**src/rtl/display_sched.sv**
```systemverilog
// Round-robin scheduler that shares one hex display among N_SRC voltage-level
// requesters; each granted level is shown for DWELL cycles before the next grant.
module display_sched #(
  parameter int          N_SRC = 4,
  parameter int          LVL_W = 8,
  parameter int unsigned DWELL = 50_000_000
) (
  input  logic                   clk,
  input  logic                   rstn,
  input  logic [N_SRC-1:0]       src_valid,
  input  logic [N_SRC*LVL_W-1:0] src_level,
  output logic [N_SRC-1:0]       src_ready,
  input  logic                   force_en,
  input  logic [1:0]             force_src,
  input  logic                   freeze,
  output logic [LVL_W-1:0]       disp_level,
  output logic                   disp_valid,
  output logic [1:0]             disp_src,
  output logic                   disp_busy,
  output logic [1:0]             dbg_state
);

  // Handshake: source i transfers at a rising edge where src_valid[i] & src_ready[i];
  // src_ready[i] is simply "capture buffer i is empty".

  typedef enum logic [1:0] {IDLE = 2'd0, LOAD = 2'd1, SHOW = 2'd2} state_e;

  localparam logic [31:0] DWELL_M1 = 32'(DWELL - 1);

  state_e             state_q, state_d;
  logic [N_SRC-1:0]   pending_q;
  logic [LVL_W-1:0]   lvl_buf_q [N_SRC];
  logic [1:0]         last_src_q;
  logic [1:0]         grant_q, grant_d;
  logic [31:0]        cnt_q;
  logic [LVL_W-1:0]   disp_level_q;
  logic               disp_valid_q;
  logic [1:0]         disp_src_q;
  logic [N_SRC-1:0]   force_mask;
  logic [N_SRC-1:0]   eligible;
  logic               any_elig;
  logic [1:0]         idx;

  assign src_ready  = ~pending_q;
  assign disp_level = disp_level_q;
  assign disp_valid = disp_valid_q;
  assign disp_src   = disp_src_q;

  // Round-robin search starting just after the last displayed source.
  always_comb begin
    force_mask            = '0;
    force_mask[force_src] = 1'b1;
    eligible              = force_en ? (pending_q & force_mask) : pending_q;
    any_elig              = |eligible;
    grant_d               = grant_q;
    idx                   = '0;
    for (int k = N_SRC; k >= 1; k--) begin
      idx = last_src_q + 2'(k);
      if (eligible[idx]) grant_d = idx;
    end
  end

  always_ff @(posedge clk or negedge rstn) begin
    if (!rstn) state_q <= IDLE;
    else       state_q <= state_d;
  end

  always_comb begin
    state_d = state_q;
    case (state_q)
      IDLE:    if (any_elig) state_d = LOAD;
      LOAD:    state_d = SHOW;
      SHOW:    if (!freeze && cnt_q == DWELL_M1) state_d = IDLE;
      default: state_d = IDLE;
    endcase
  end

  always_comb begin
    disp_busy = (state_q != IDLE);
    dbg_state = state_q;
  end

  // Capture buffers; the granted entry is released during LOAD.
  always_ff @(posedge clk or negedge rstn) begin
    if (!rstn) begin
      pending_q <= '0;
      for (int i = 0; i < N_SRC; i++) lvl_buf_q[i] <= '0;
    end else begin
      for (int i = 0; i < N_SRC; i++) begin
        if (src_valid[i] && !pending_q[i]) begin
          pending_q[i] <= 1'b1;
          lvl_buf_q[i] <= src_level[i*LVL_W +: LVL_W];
        end
      end
      if (state_q == LOAD) pending_q[grant_q] <= 1'b0;
    end
  end

  always_ff @(posedge clk or negedge rstn) begin
    if (!rstn) begin
      grant_q      <= '0;
      last_src_q   <= 2'd3;
      cnt_q        <= '0;
      disp_level_q <= '0;
      disp_valid_q <= 1'b0;
      disp_src_q   <= '0;
    end else begin
      disp_valid_q <= 1'b0;
      if (state_q == IDLE && any_elig) grant_q <= grant_d;
      if (state_q == LOAD) begin
        disp_level_q <= lvl_buf_q[grant_q];
        disp_src_q   <= grant_q;
        disp_valid_q <= 1'b1;
        last_src_q   <= grant_q;
        cnt_q        <= '0;
      end else if (state_q == SHOW && !freeze) begin
        cnt_q <= cnt_q + 32'd1;
      end
    end
  end

endmodule

```
**config.mk**
```make
export PLATFORM = sky130hd
export DESIGN_NAME = display_sched
export DESIGN_NICKNAME = d
export VERILOG_FILES = /design/src/rtl/display_sched.sv
export SDC_FILE = /design/constraint.sdc
export NUM_CORES = 1
export LEC_CHECK = 0
export CAP_MARGIN = 5
export CORE_ASPECT_RATIO = 0.9
export CORE_MARGIN = 5
export CORE_UTILIZATION = 36
export CTS_CLUSTER_SIZE = 25
export DETAILED_ROUTE_END_ITERATION = 10
export HOLD_SLACK_MARGIN = 0.12
export SYNTH_ARGS = -nofsm -noshare
export SYNTH_HDL_FRONTEND = slang
export SYNTH_SLANG_ARGS = --single-unit
```
**constraint.sdc**
```tcl
create_clock -name clk -period 5.5 [get_ports clk]
set_clock_uncertainty 0.05 [all_clocks]
set_input_delay 0.55 -clock clk [delete_from_list [all_inputs] [get_ports clk]]
set_output_delay 0.55 -clock clk [all_outputs]
set_load 0.01 [all_outputs]
```
# Word-level counts from Yosys, hierarchy flattened
# Cells that the tools add are included.
totals:
  output_inout_bits: 18
  regBits: 85
  in_bits: 42
  elab_cells: 87
op_classes:
  n_mux: 31
  magnitude_cmp: 9
  reduce_logical: 21
  eq_ne: 5
  n_bitwise: 5
  add_sub_neg: 4
op_table:
  columns: ["cell", "n"]
  rows:
  - ["32-bit 2-to-1 mux", 2]
  - ["32-bit by 1-bit adder with 32-bit output (second input constant)", 1]
  - ["32-bit by 26-bit equality test with 1-bit output (second input constant)", 1]
  - ["2-bit by 3-bit < comparator with 1-bit output (second input constant)", 6]
  - ["8-bit binary-select mux with 2-bit select", 1]
  - ["8-bit 2-to-1 mux", 2]
  - ["2-bit 2-to-1 mux", 6]
  - ["1-bit 2-to-1 mux", 11]
  - ["1-bit logical AND", 9]
  - ["4-bit bitwise AND", 2]
  - ["1-bit binary-select mux with 2-bit select", 4]
  - ["4-bit 2-to-1 mux", 2]
  - ["4-bit NOT", 2]
  - ["2-bit one-hot mux with 3 select lines", 1]
  - ["1-bit zero test", 5]
  - ["2-bit adder (second input constant)", 2]
  - ["1-bit demux with 2-bit select", 2]
  - ["2-bit by 1-bit greater-or-equal comparator with 1-bit output (second input constant)", 2]
  - ["2-bit inequality test (second input constant)", 2]
  - ["2-bit AND reduction", 2]
  - ["2-bit nonzero test", 2]
  - ["4-bit nonzero test", 1]
  - ["4-bit OR reduction", 1]
  - ["3-bit greater-or-equal comparator (second input constant)", 1]
  - ["5 further kinds", 5]

# Depth between registers and ports, before layout
# Gate-level depths: netlist (run 1).
depth:
  ltp_word: 12
  depth_mapped: 6
  mapped_depth_nobuf: 6

# Least setup slack after synthesis (run 1)
# OpenSTA, ideal clock, no wires.
synth_path:
  path_kind: "input -> register"
  startpoint: "input freeze"
  endpoint: "register cnt_q[29]"
  required_time_ns: 5.372
  setup_time_ns: 0.078
  slack_ns: 3.486
  path_stages: 6
  arrival_time_ns: 1.886
  path_cell_list: "or3b_1 -> buf_6 -> nor3_4 -> nand4_1 -> or3_1 -> a21oi_1"
synth_between:
  elab_chain_len: 3
synth_lines:
  columns: ["element", "line", "source"]
  rows:
  - ["from (decl)", "15", "input logic freeze,"]
  - ["1-bit zero test", "116", "end else if (state_q == SHOW && !freeze) begin"]
  - ["1-bit logical AND", "116", null]
  - ["2-bit nonzero test (no source line)", null, null]
  - ["to (signal assigned)", "117", "cnt_q <= cnt_q + 32'd1;"]
  - ["to (decl)", "35", "logic [31:0] cnt_q;"]
# Every way passes these cells.
# A chain may end at the register's enable or synchronous reset.

# Worst setup path after layout (run 1)
layout_path:
  startpoint: "register state_q[0], in the netlist dbg_state[0]"
  endpoint: "register pending_q[1]"
layout_between:
  elab_chain_len: 2
layout_lines:
  columns: ["element", "line", "source"]
  rows:
  - ["from (decl)", "30", "state_e state_q, state_d;"]
  - ["from (signal assigned)", "65", "else state_q <= state_d;"]
  - ["2-bit by 1-bit equality test with 1-bit output", "95", "if (state_q == LOAD) pending_q[grant_q] <= 1'b0;"]
  - ["4-bit 2-to-1 mux", "95", null]
  - ["to (signal assigned)", "86", "pending_q <= '0;"]
  - ["to (signal, indexed assignment)", "91", "pending_q[i] <= 1'b1;"]
  - ["to (signal, indexed assignment)", "95", null]
  - ["to (decl)", "31", "logic [N_SRC-1:0] pending_q;"]
# Every way passes these cells.

==> out/qor.yml, run 1 <==
floorplan:
  core_area_mm2: 0.0108
  die_x_um: 120
  start_util_pct: 36.6
  io_pins: 60
  row_count: 36
  die_h_um: 109
  die_area_mm2: 0.0132
logic_synthesis:
  avgSynthCellArea_um2: 11.1
  async_flop_share_pct: 100
  netlist_instances: 356
  ys_seq_area_share_pct: 54.0
  ys_ff_latch: 85
  synth_warnings: 0
  syn_nets: 399
  synth-main-ff-cell: "dfrtp_1"
  ys_types: 43
  synth-edff-count: 0
  syn-cell-area_mm2: 0.00394
drt:
  dr.max_layer_used: "met4"
  ant_nets: 0
  drc_errors: 0
  met3_length_um: 527
  dr.pass1.iters: 4
  drt-initial-drc-count: 113
  wl_met1_um: 4270
  via_per_inst: 5.25
  dr_wl_met2_um: 4270
  avgRoutedWirePerCell_um: 16.4
  routed_wl_um: 9100
  vias: 2902
placed_design:
  placed_area_mm2: 0.00465
  dpl.cell_count: 536
  portBuffers: 59
  dp_hpwl_um: 6410
  gp_congestion: 0.840
clock_network:
  numCtsBuffers: 9
  clock_latency_ns: 0.34
  cts.clk_slew.worst_paths_ns: 0.06
  cts_tree: "done"
  cts.sinks: 85
  cts_root_buf: "clkbuf_16"
  cts_max_level: 3
  clock_path_buffers: 2
  cts_resized: 0
flow_run:
  maxCapViolations: 0
global_route:
  grt_max_degree: 58
  grt-ovfl-total: 0
  grt_pass1_vias: 3006
  grt_usage_pct: 14.9
  antenna_found_initial: 0
  grt_pass1_wl_um: 15300
worst_hold_path:
  hold_class: "reg2reg"
setup_path:
  path_max_fanout: 34
  required_ns: 5.67
  worstSetupPathType: "reg2reg"
  crit_path_cell_trace: "or2b_2 -> inv_1 -> nand2_1 -> o22a_1"
  cp.arrival_ns: 2.57
  slowest_stage: "inv_1"
  slowest_delay_ns: 0.77
  critPathLaunchType: "flip-flop"
  critPathCaptureType: "flip-flop"
sta:
  min_period_over_period_pct: 43.6
  setup_viol: 0
  timing.fmax_mhz: 417
  tns_ns: 0
  finalMaxSlewViolations: 0
  min_period_ns: 2.40
  worstMarginPinSlew_ns: 1.00
  relSlewSlack_pct: 33.1
  hold_viol: 0
  rsz0062_at_grt: "no"
finish:
  num_antenna_cells: 0
  finalInstanceArea_mm2: 0.00494
  final_layout_size_suffix_gt1_share_pct: 16.2
  syn_to_final_growth_pct: 25.4
  layout.nets: 458
  final_cells: 553
power_and_ir_drop:
  vdd_drop_max_uv: 176
  p_leak_nw: 2.10
  power_mw: 1.41
  p_per_area_mw_per_mm2: 284
outcome:
  status: "finished, final reports clean"
worst max-delay path, delay by kind of cell, from the launching register on:
family	cells	cell delay, ns
AO/OA/AOI/OAI	1	0.21
buffers and inverters	1	0.77
flip-flops	1	0.44
AND/OR/NAND/NOR	2	0.80
final timing paths:
| kind | startpoint | end | slack (ns) | cells after the start |
|---|---|---|---|---|
| worst max-delay path | dbg_state[0]$_DFFE_PN0P_ | pending_q[1]$_DFF_PN0_ | 3.10 | 4 |
| max in group asynchronous | rstn | cnt_q[28]$_DFFE_PN0P_ | 3.71 | 3 |
| worst min-delay path | cnt_q[14]$_DFFE_PN0P_ | cnt_q[14]$_DFFE_PN0P_ | 0.43 | 1 |
| worst min register to register | cnt_q[14]$_DFFE_PN0P_ | cnt_q[14]$_DFFE_PN0P_ | 0.43 | 1 |
| worst max register to register | dbg_state[0]$_DFFE_PN0P_ | pending_q[1]$_DFF_PN0_ | 3.10 | 4 |
| min in group asynchronous | rstn | cnt_q[1]$_DFFE_PN0P_ | 0.63 | 2 |
routing by layer:
metal  global-route usage (%)  up-vias
met5                        0        -
li1                         -     1397
met4                     2.91        0
met1                     19.9     1438
met2                     23.5       65
met3                     5.71        2
what timing repair did:
| action | CTS | global route |
|---|---|---|
| hold buffers | 1 | 0 |
| hold endpoints to repair | 26 | 0 |
| buffers inserted | 0 | 0 |
synthesized netlist by cell type (2+ instances only):
master | instances | area [um^2]
a21oi_1 | 8 | 40.0
a31oi_1 | 3 | 18.8
a41oi_1 | 2 | 17.5
and3_1 | 4 | 25.0
clkbuf_1 | 12 | 45.0
dfrtp_1 | 83 | 2080
dfstp_2 | 2 | 52.6
inv_1 | 10 | 37.5
mux2_2 | 32 | 360
mux2i_1 | 7 | 70.1
mux4_2 | 8 | 180
nand2_1 | 64 | 240
nand3_1 | 13 | 65.1
nand3_2 | 3 | 30.0
nand4_1 | 11 | 68.8
nor2_1 | 19 | 71.3
nor2b_1 | 6 | 37.5
nor3_1 | 4 | 20.0
nor3_4 | 3 | 48.8
nor4_1 | 5 | 31.3
o211ai_1 | 6 | 45.0
o21ai_0 | 17 | 85.1
o22a_1 | 2 | 17.5
o31ai_1 | 6 | 45.0
or3_1 | 4 | 25.0
xnor2_1 | 2 | 17.5
xor2_1 | 4 | 35.0
cells in the final DEF (no fill, tap or decap), types with 9 or more instances in the layout:
cell type / instances
nand2_1: 64
clkdlybuf4s50_1: 58
inv_1: 10
clkbuf_16: 9
dfrtp_1: 83
o21ai_0: 17
mux2_2: 32
nand3_1: 13
nand4_1: 11
nor2_1: 19
final cells by class:
type	count	area (um^2)
Tap cell	133	166
Clock inverter	5	42.5
Sequential cell	85	2130
Clock buffer	11	243
Inverter	10	37.5
Timing Repair Buffer	61	606
Multi-Input combinational cell	248	1720
Fill cell	992	5820
power by group:
| group | total (mW) | switching (mW) | internal, mW |
|---|---|---|---|
| sequential | 0.706 | 0.0348 | 0.671 |
| combinational | 0.128 | 0.0530 | 0.0754 |
| clock | 0.572 | 0.249 | 0.323 |
| total | 1.41 | 0.336 | 1.07 |
metrics by stage:
stage	hold slack (ns)	util [%]	setup WS, ns
floorplan	0.204	-	3.49
global placement	0.422	43.2	2.81
detailed placement	0.421	43.2	2.75
CTS	0.432	45.9	3.05
global route	0.455	45.9	2.90
finish	0.427	45.9	3.10
sequential cells by signal, indices dropped and copies added, names as in the netlist:
| register | flops |
|---|---|
| lvl_buf_q | 32 |
| dbg_state | 2 |
| disp_level | 8 |
| last_src_q | 2 |
| disp_src | 2 |
| disp_valid | 1 |
| cnt_q | 32 |
| pending_q | 4 |
| grant_q | 2 |
kinds of logic (layout without fill, tap and decap cells):
group / Yosys count / in the layout / synth area share, %
DFF: 85 / 85 / 54.0
adders and majority gates: 1 / 1 / 0.317
and+or+nand+nor: 143 / 143 / 18.1
muxes: 47 / 47 / 15.5
AOI/OAI and AO/OA: 51 / 51 / 8.34
buffers and inverters: 23 / 87 / 2.38
xor gates and xnor gates: 6 / 6 / 1.33
(Power assumes the default switching activity.)
==> run 2, diff against run 1 <==
clock period = 2.01 ns   (was 5.5 ns; I/O delays follow)
==> out/qor.yml, run 2 (synthesis gave the netlist of run 1 again) <==
finish:
  num_antenna_cells: 0
  nFillCells: 998
  final_layout_size_suffix_gt1_share_pct: 21.6
  seq_area_mm2: 0.00213
  syn_to_final_growth_pct: 30.5
  layout.nets: 482
  mostFrequentLayoutCells: "82 x dfrtp_1, 64 x nand2_1, 58 x clkdlybuf4s50_1"
  final_common_cell: "dfrtp_1"
  multiInputGateArea_mm2: 0.00174
  final_cells: 577
placed_design:
  portBuffers: 59
  gp_congestion: 0.837
  dpl.cell_count: 557
  dp_hpwl_um: 6660
drt:
  drc_errors: 0
  via_per_inst: 5.20
  dr.pass1.iters: 4
  drt-initial-drc-count: 118
  wl_met1_um: 4420
  met3_length_um: 469
  avgRoutedWirePerCell_um: 15.9
  dr_wl_met2_um: 4190
  dr.max_layer_used: "met4"
  ant_nets: 0
  vias: 3003
  routed_wl_um: 9180
clock_network:
  numCtsBuffers: 9
  cts.clk_slew.worst_paths_ns: 0.06
  cts_tree: "done"
  cts.sinks: 85
  clock_path_buffers: 2
  clock_latency_ns: 0.34
  cts_root_buf: "clkbuf_16"
  cts_max_level: 3
power_and_ir_drop:
  power_frac_comb_pct: 9.6
  vdd_drop_max_uv: 430
  intPower_mw: 2.94
  power_mw: 3.87
  switching_share_pct: 24.1
  p_clk_share_pct: 40.4
  power_switching_uw: 933
  p_per_area_mw_per_mm2: 752
  seq_power_share_pct: 50.0
  p_leak_nw: 2.22
sta:
  rsz0062_at_grt: "no"
  finalMaxSlewViolations: 0
  worstMarginPinSlew_ns: 0.688
  timing.fmax_mhz: 513
  relSlewSlack_pct: 54.2
  min_period_ns: 1.95
  hold_viol: 0
  setup_viol: 0
  min_period_over_period_pct: 97.0
worst_hold_path:
  hold_class: "in2async"
floorplan:
  die_h_um: 109
  die_area_mm2: 0.0132
  core_area_mm2: 0.0108
  io_pins: 60
  die_x_um: 120
  row_count: 36
  start_util_pct: 36.6
global_route:
  grt_pass1_wl_um: 15800
  antenna_found_initial: 0
  grt_max_degree: 48
  grt_usage_pct: 15.1
  grt-ovfl-total: 0
  grt_pass1_vias: 3192
flow_run:
  maxCapViolations: 0
setup_path:
  required_ns: 1.76
  path_max_fanout: 4
  cp.arrival_ns: 1.70
  worstSetupPathType: "reg2out"
  critPathLaunchType: "flip-flop"
  critPathCaptureType: "primary output"
outcome:
  status: "finished, final reports clean"
run 2: cell count changes in the layout (fill, tap and decap cells not counted), sizes merged:
cell      change
buf          +24
clkbuf        +1
clkinv        -1
clkinvlp      +1
inv           -1
run 2: what timing repair did:
item                                    4_1_cts  5_1_grt
hold buffers                                  1        0
buffers inserted                              0        3
gates resized for setup                       0        5
endpoints found under the setup margin        0       11
hold endpoints to repair                     83        0
run 2: power by group through the flow:
stage	Sequential (mW)	Combinational [mW]	Clock, mW
global placement	1.96	0.359	0
global route	1.96	0.419	1.66
CTS	1.93	0.371	1.60
floorplan	1.94	0.211	0
detailed placement	1.96	0.370	0
finish	1.94	0.370	1.56
run 2: layout make-up:
type                            instances  area share, %
Sequential cell                        85           41.4
Tap cell                              133           3.23
Clock buffer                           12           4.79
Inverter                               10          0.729
Multi-Input combinational cell        248           33.7
Timing Repair Buffer                   85           15.5
Clock inverter                          4          0.632
run 2: final timing paths:
kind                       cells past startpoint                     start  slack, ns                        end
max reg2reg                                    6  dbg_state[0]$_DFFE_PN0P_       0.13      cnt_q[22]$_DFFE_PN0P_
max                                            3  dbg_state[0]$_DFFE_PN0P_       0.06                  disp_busy
min                                            2                      rstn       0.26       cnt_q[6]$_DFFE_PN0P_
max in group asynchronous                      3                      rstn       1.06  last_src_q[1]$_DFFE_PN1P_
min in group clk                               2             src_level[30]       0.42   lvl_buf_q[6]$_DFFE_PN0P_
min reg2reg                                    2   disp_src[0]$_DFFE_PN0P_       0.43    disp_src[0]$_DFFE_PN0P_
run 2: stage by stage:
| stage | setup TNS (ns) | instance area [um^2] | worst slack (ns) | hold slack (ns) | util (%) |
|---|---|---|---|---|---|
| 2_1_floorplan | 0 | 3940 | 0.0977 | -0.145 | - |
| 5_1_grt | 0 | 5150 | 0.00316 | 0.303 | 47.8 |
| 3_5_place_dp | -2.16 | 4820 | -0.230 | 0.0827 | 44.8 |
| 3_3_place_gp | -1.44 | 4820 | -0.163 | 0.0768 | 44.8 |
| 4_1_cts | 0 | 5110 | 0.000755 | 0.267 | 47.5 |
| 6_report | 0 | 5150 | 0.0612 | 0.258 | 47.8 |
run 2: layer usage:
layer,track usage (%),vias to the layer above
met5,0,-
met4,4.05,0
met3,4.78,9
met2,23.7,64
met1,20.3,1486
li1,-,1444
run 2: worst max-delay path, stage by stage, from the launching register on:
cell             delay (ns)
dfrtp_1                0.40
buf_4                  0.15
or2_2                  0.31
clkdlybuf4s50_1        0.49
==> run 3, diff against run 2 <==
GPL_TIMING_DRIVEN = 0   (was not set)
HOLD_SLACK_MARGIN = 0.08   (was 0.12)
==> out/qor.yml, run 3 (synthesis gave the netlist of run 1 again) <==
sta:
  rsz0062_at_grt: "yes"
  tns_ns: 0
  finalMaxSlewViolations: 0
  hold_slack_ns: 0.267
  setup_viol: 0
  worstMarginPinSlew_ns: 0.724
  min_period_ns: 1.96
  min_period_over_period_pct: 97.7
  relSlewSlack_pct: 51.7
  hold_viol: 0
  timing.fmax_mhz: 509
finish:
  num_antenna_cells: 0
  syn_to_final_growth_pct: 30.8
  final_cells: 574
  mostFrequentLayoutCells: "83 x dfrtp_1, 64 x nand2_1, 57 x clkdlybuf4s50_1"
  final_common_cell: "dfrtp_1"
  layout.nets: 479
  final_layout_size_suffix_gt1_share_pct: 19.3
  nFillCells: 995
global_route:
  grt_usage_pct: 14.9
  grt_pass1_wl_um: 15400
  antenna_found_initial: 0
  grt-ovfl-total: 0
  grt_max_degree: 63
  grt_pass1_vias: 3041
drt:
  ant_nets: 0
  avgRoutedWirePerCell_um: 16.1
  via_per_inst: 5.21
  drc_errors: 0
  drt-initial-drc-count: 143
  vias: 2991
  dr.pass1.iters: 4
  routed_wl_um: 9270
setup_path:
  cp.arrival_ns: 2.18
  critPathLaunchType: "flip-flop"
  critPathCaptureType: "flip-flop"
  path_max_fanout: 6
  reg2reg_from: "dbg_state[0]$_DFFE_PN0P_"
  worstSetupPathType: "reg2reg"
  required_ns: 2.22
  startpoint: "dbg_state[0]$_DFFE_PN0P_"
floorplan:
  die_x_um: 120
  die_h_um: 109
  start_util_pct: 36.6
  io_pins: 60
  row_count: 36
  core_area_mm2: 0.0108
  die_area_mm2: 0.0132
clock_network:
  numCtsBuffers: 9
  cts.sinks: 85
  cts_max_level: 3
  clock_latency_ns: 0.34
  cts_tree: "done"
  cts_root_buf: "clkbuf_16"
  clock_path_buffers: 2
  cts.clk_slew.worst_paths_ns: 0.07
outcome:
  status: "finished, final reports clean"
placed_design:
  portBuffers: 59
  dpl.cell_count: 549
  dp_hpwl_um: 6660
  gp_congestion: 0.800
power_and_ir_drop:
  vdd_drop_max_uv: 435
  p_per_area_mw_per_mm2: 789
  p_leak_nw: 2.21
flow_run:
  maxCapViolations: 0
worst_hold_path:
  hold_class: "in2async"
[run 3: through the flow]
stage / area (um^2) / power, mW / setup slack [ns] / util [%]
final: 5160 / 4.07 / 0.0472 / 47.9
after global routing: 5160 / 4.24 / -0.0898 / 47.9
after CTS: 5120 / 4.11 / 0.00341 / 47.5
after detailed placement: 4730 / 2.33 / -0.431 / 43.9
after global placement: 4700 / 2.30 / -2.50 / 43.7
after floorplan: 3940 / 2.15 / 0.0977 / -
[run 3: final cells by class]
type / count / area [um^2] / share of cell area [%]
flip-flops and latches: 85 / 2130 / 41.3
multi-input cells: 248 / 1750 / 33.9
repair buffers: 70 / 692 / 13.4
clock buffers: 9 / 225 / 4.37
well taps: 133 / 166 / 3.23
clock inverters: 7 / 103 / 1.99
plain buffers: 12 / 55.1 / 1.07
inverters: 10 / 37.5 / 0.728
[run 3: layer usage]
metal | global-route usage [%] | vias up | wire length [um]
met1 | 20.1 | 1490 | 4440
met2 | 23.5 | 61 | 4290
met4 | 2.67 | 0 | 35
met3 | 5.45 | 4 | 502
li1 | - | 1436 | -
met5 | 0 | - | 0
[run 3: final timing paths]
kind | slack [ns] | depth (start not counted) | endpoint
max in group asynchronous | 1.04 | 3 | cnt_q[17]$_DFFE_PN0P_
max | 0.05 | 6 | cnt_q[22]$_DFFE_PN0P_
min in group clk | 0.41 | 2 | lvl_buf_q[13]$_DFFE_PN0P_
min | 0.27 | 2 | cnt_q[2]$_DFFE_PN0P_
min reg2reg | 0.44 | 2 | disp_src[1]$_DFFE_PN0P_
max reg2reg | 0.05 | 6 | cnt_q[22]$_DFFE_PN0P_
[run 3: timing repair]
action | in CTS | in global routing
hold endpoints to repair | 23 | 0
endpoints found under the setup margin | 10 | 19
hold buffers | 1 | 0
setup buffers | 6 | 3
pin swaps | 5 | 6
resized for setup | 3 | 7
[run 3: critical path: stages, from the launching register on]
cell	delay, ns
dfrtp_1	0.39
or3b_1	0.36
buf_6	0.14
nor3_4	0.28
nand3_2	0.18
or3_1	0.34
a21oi_1	0.14
[run 3: where the power goes]
part / internal [mW] / leakage [nW] / switching (mW)
Clock: 1.01 / 0.160 / 0.763
Sequential: 1.83 / 1.05 / 0.0960
Combinational: 0.214 / 1.00 / 0.151
Total: 3.06 / 2.21 / 1.01
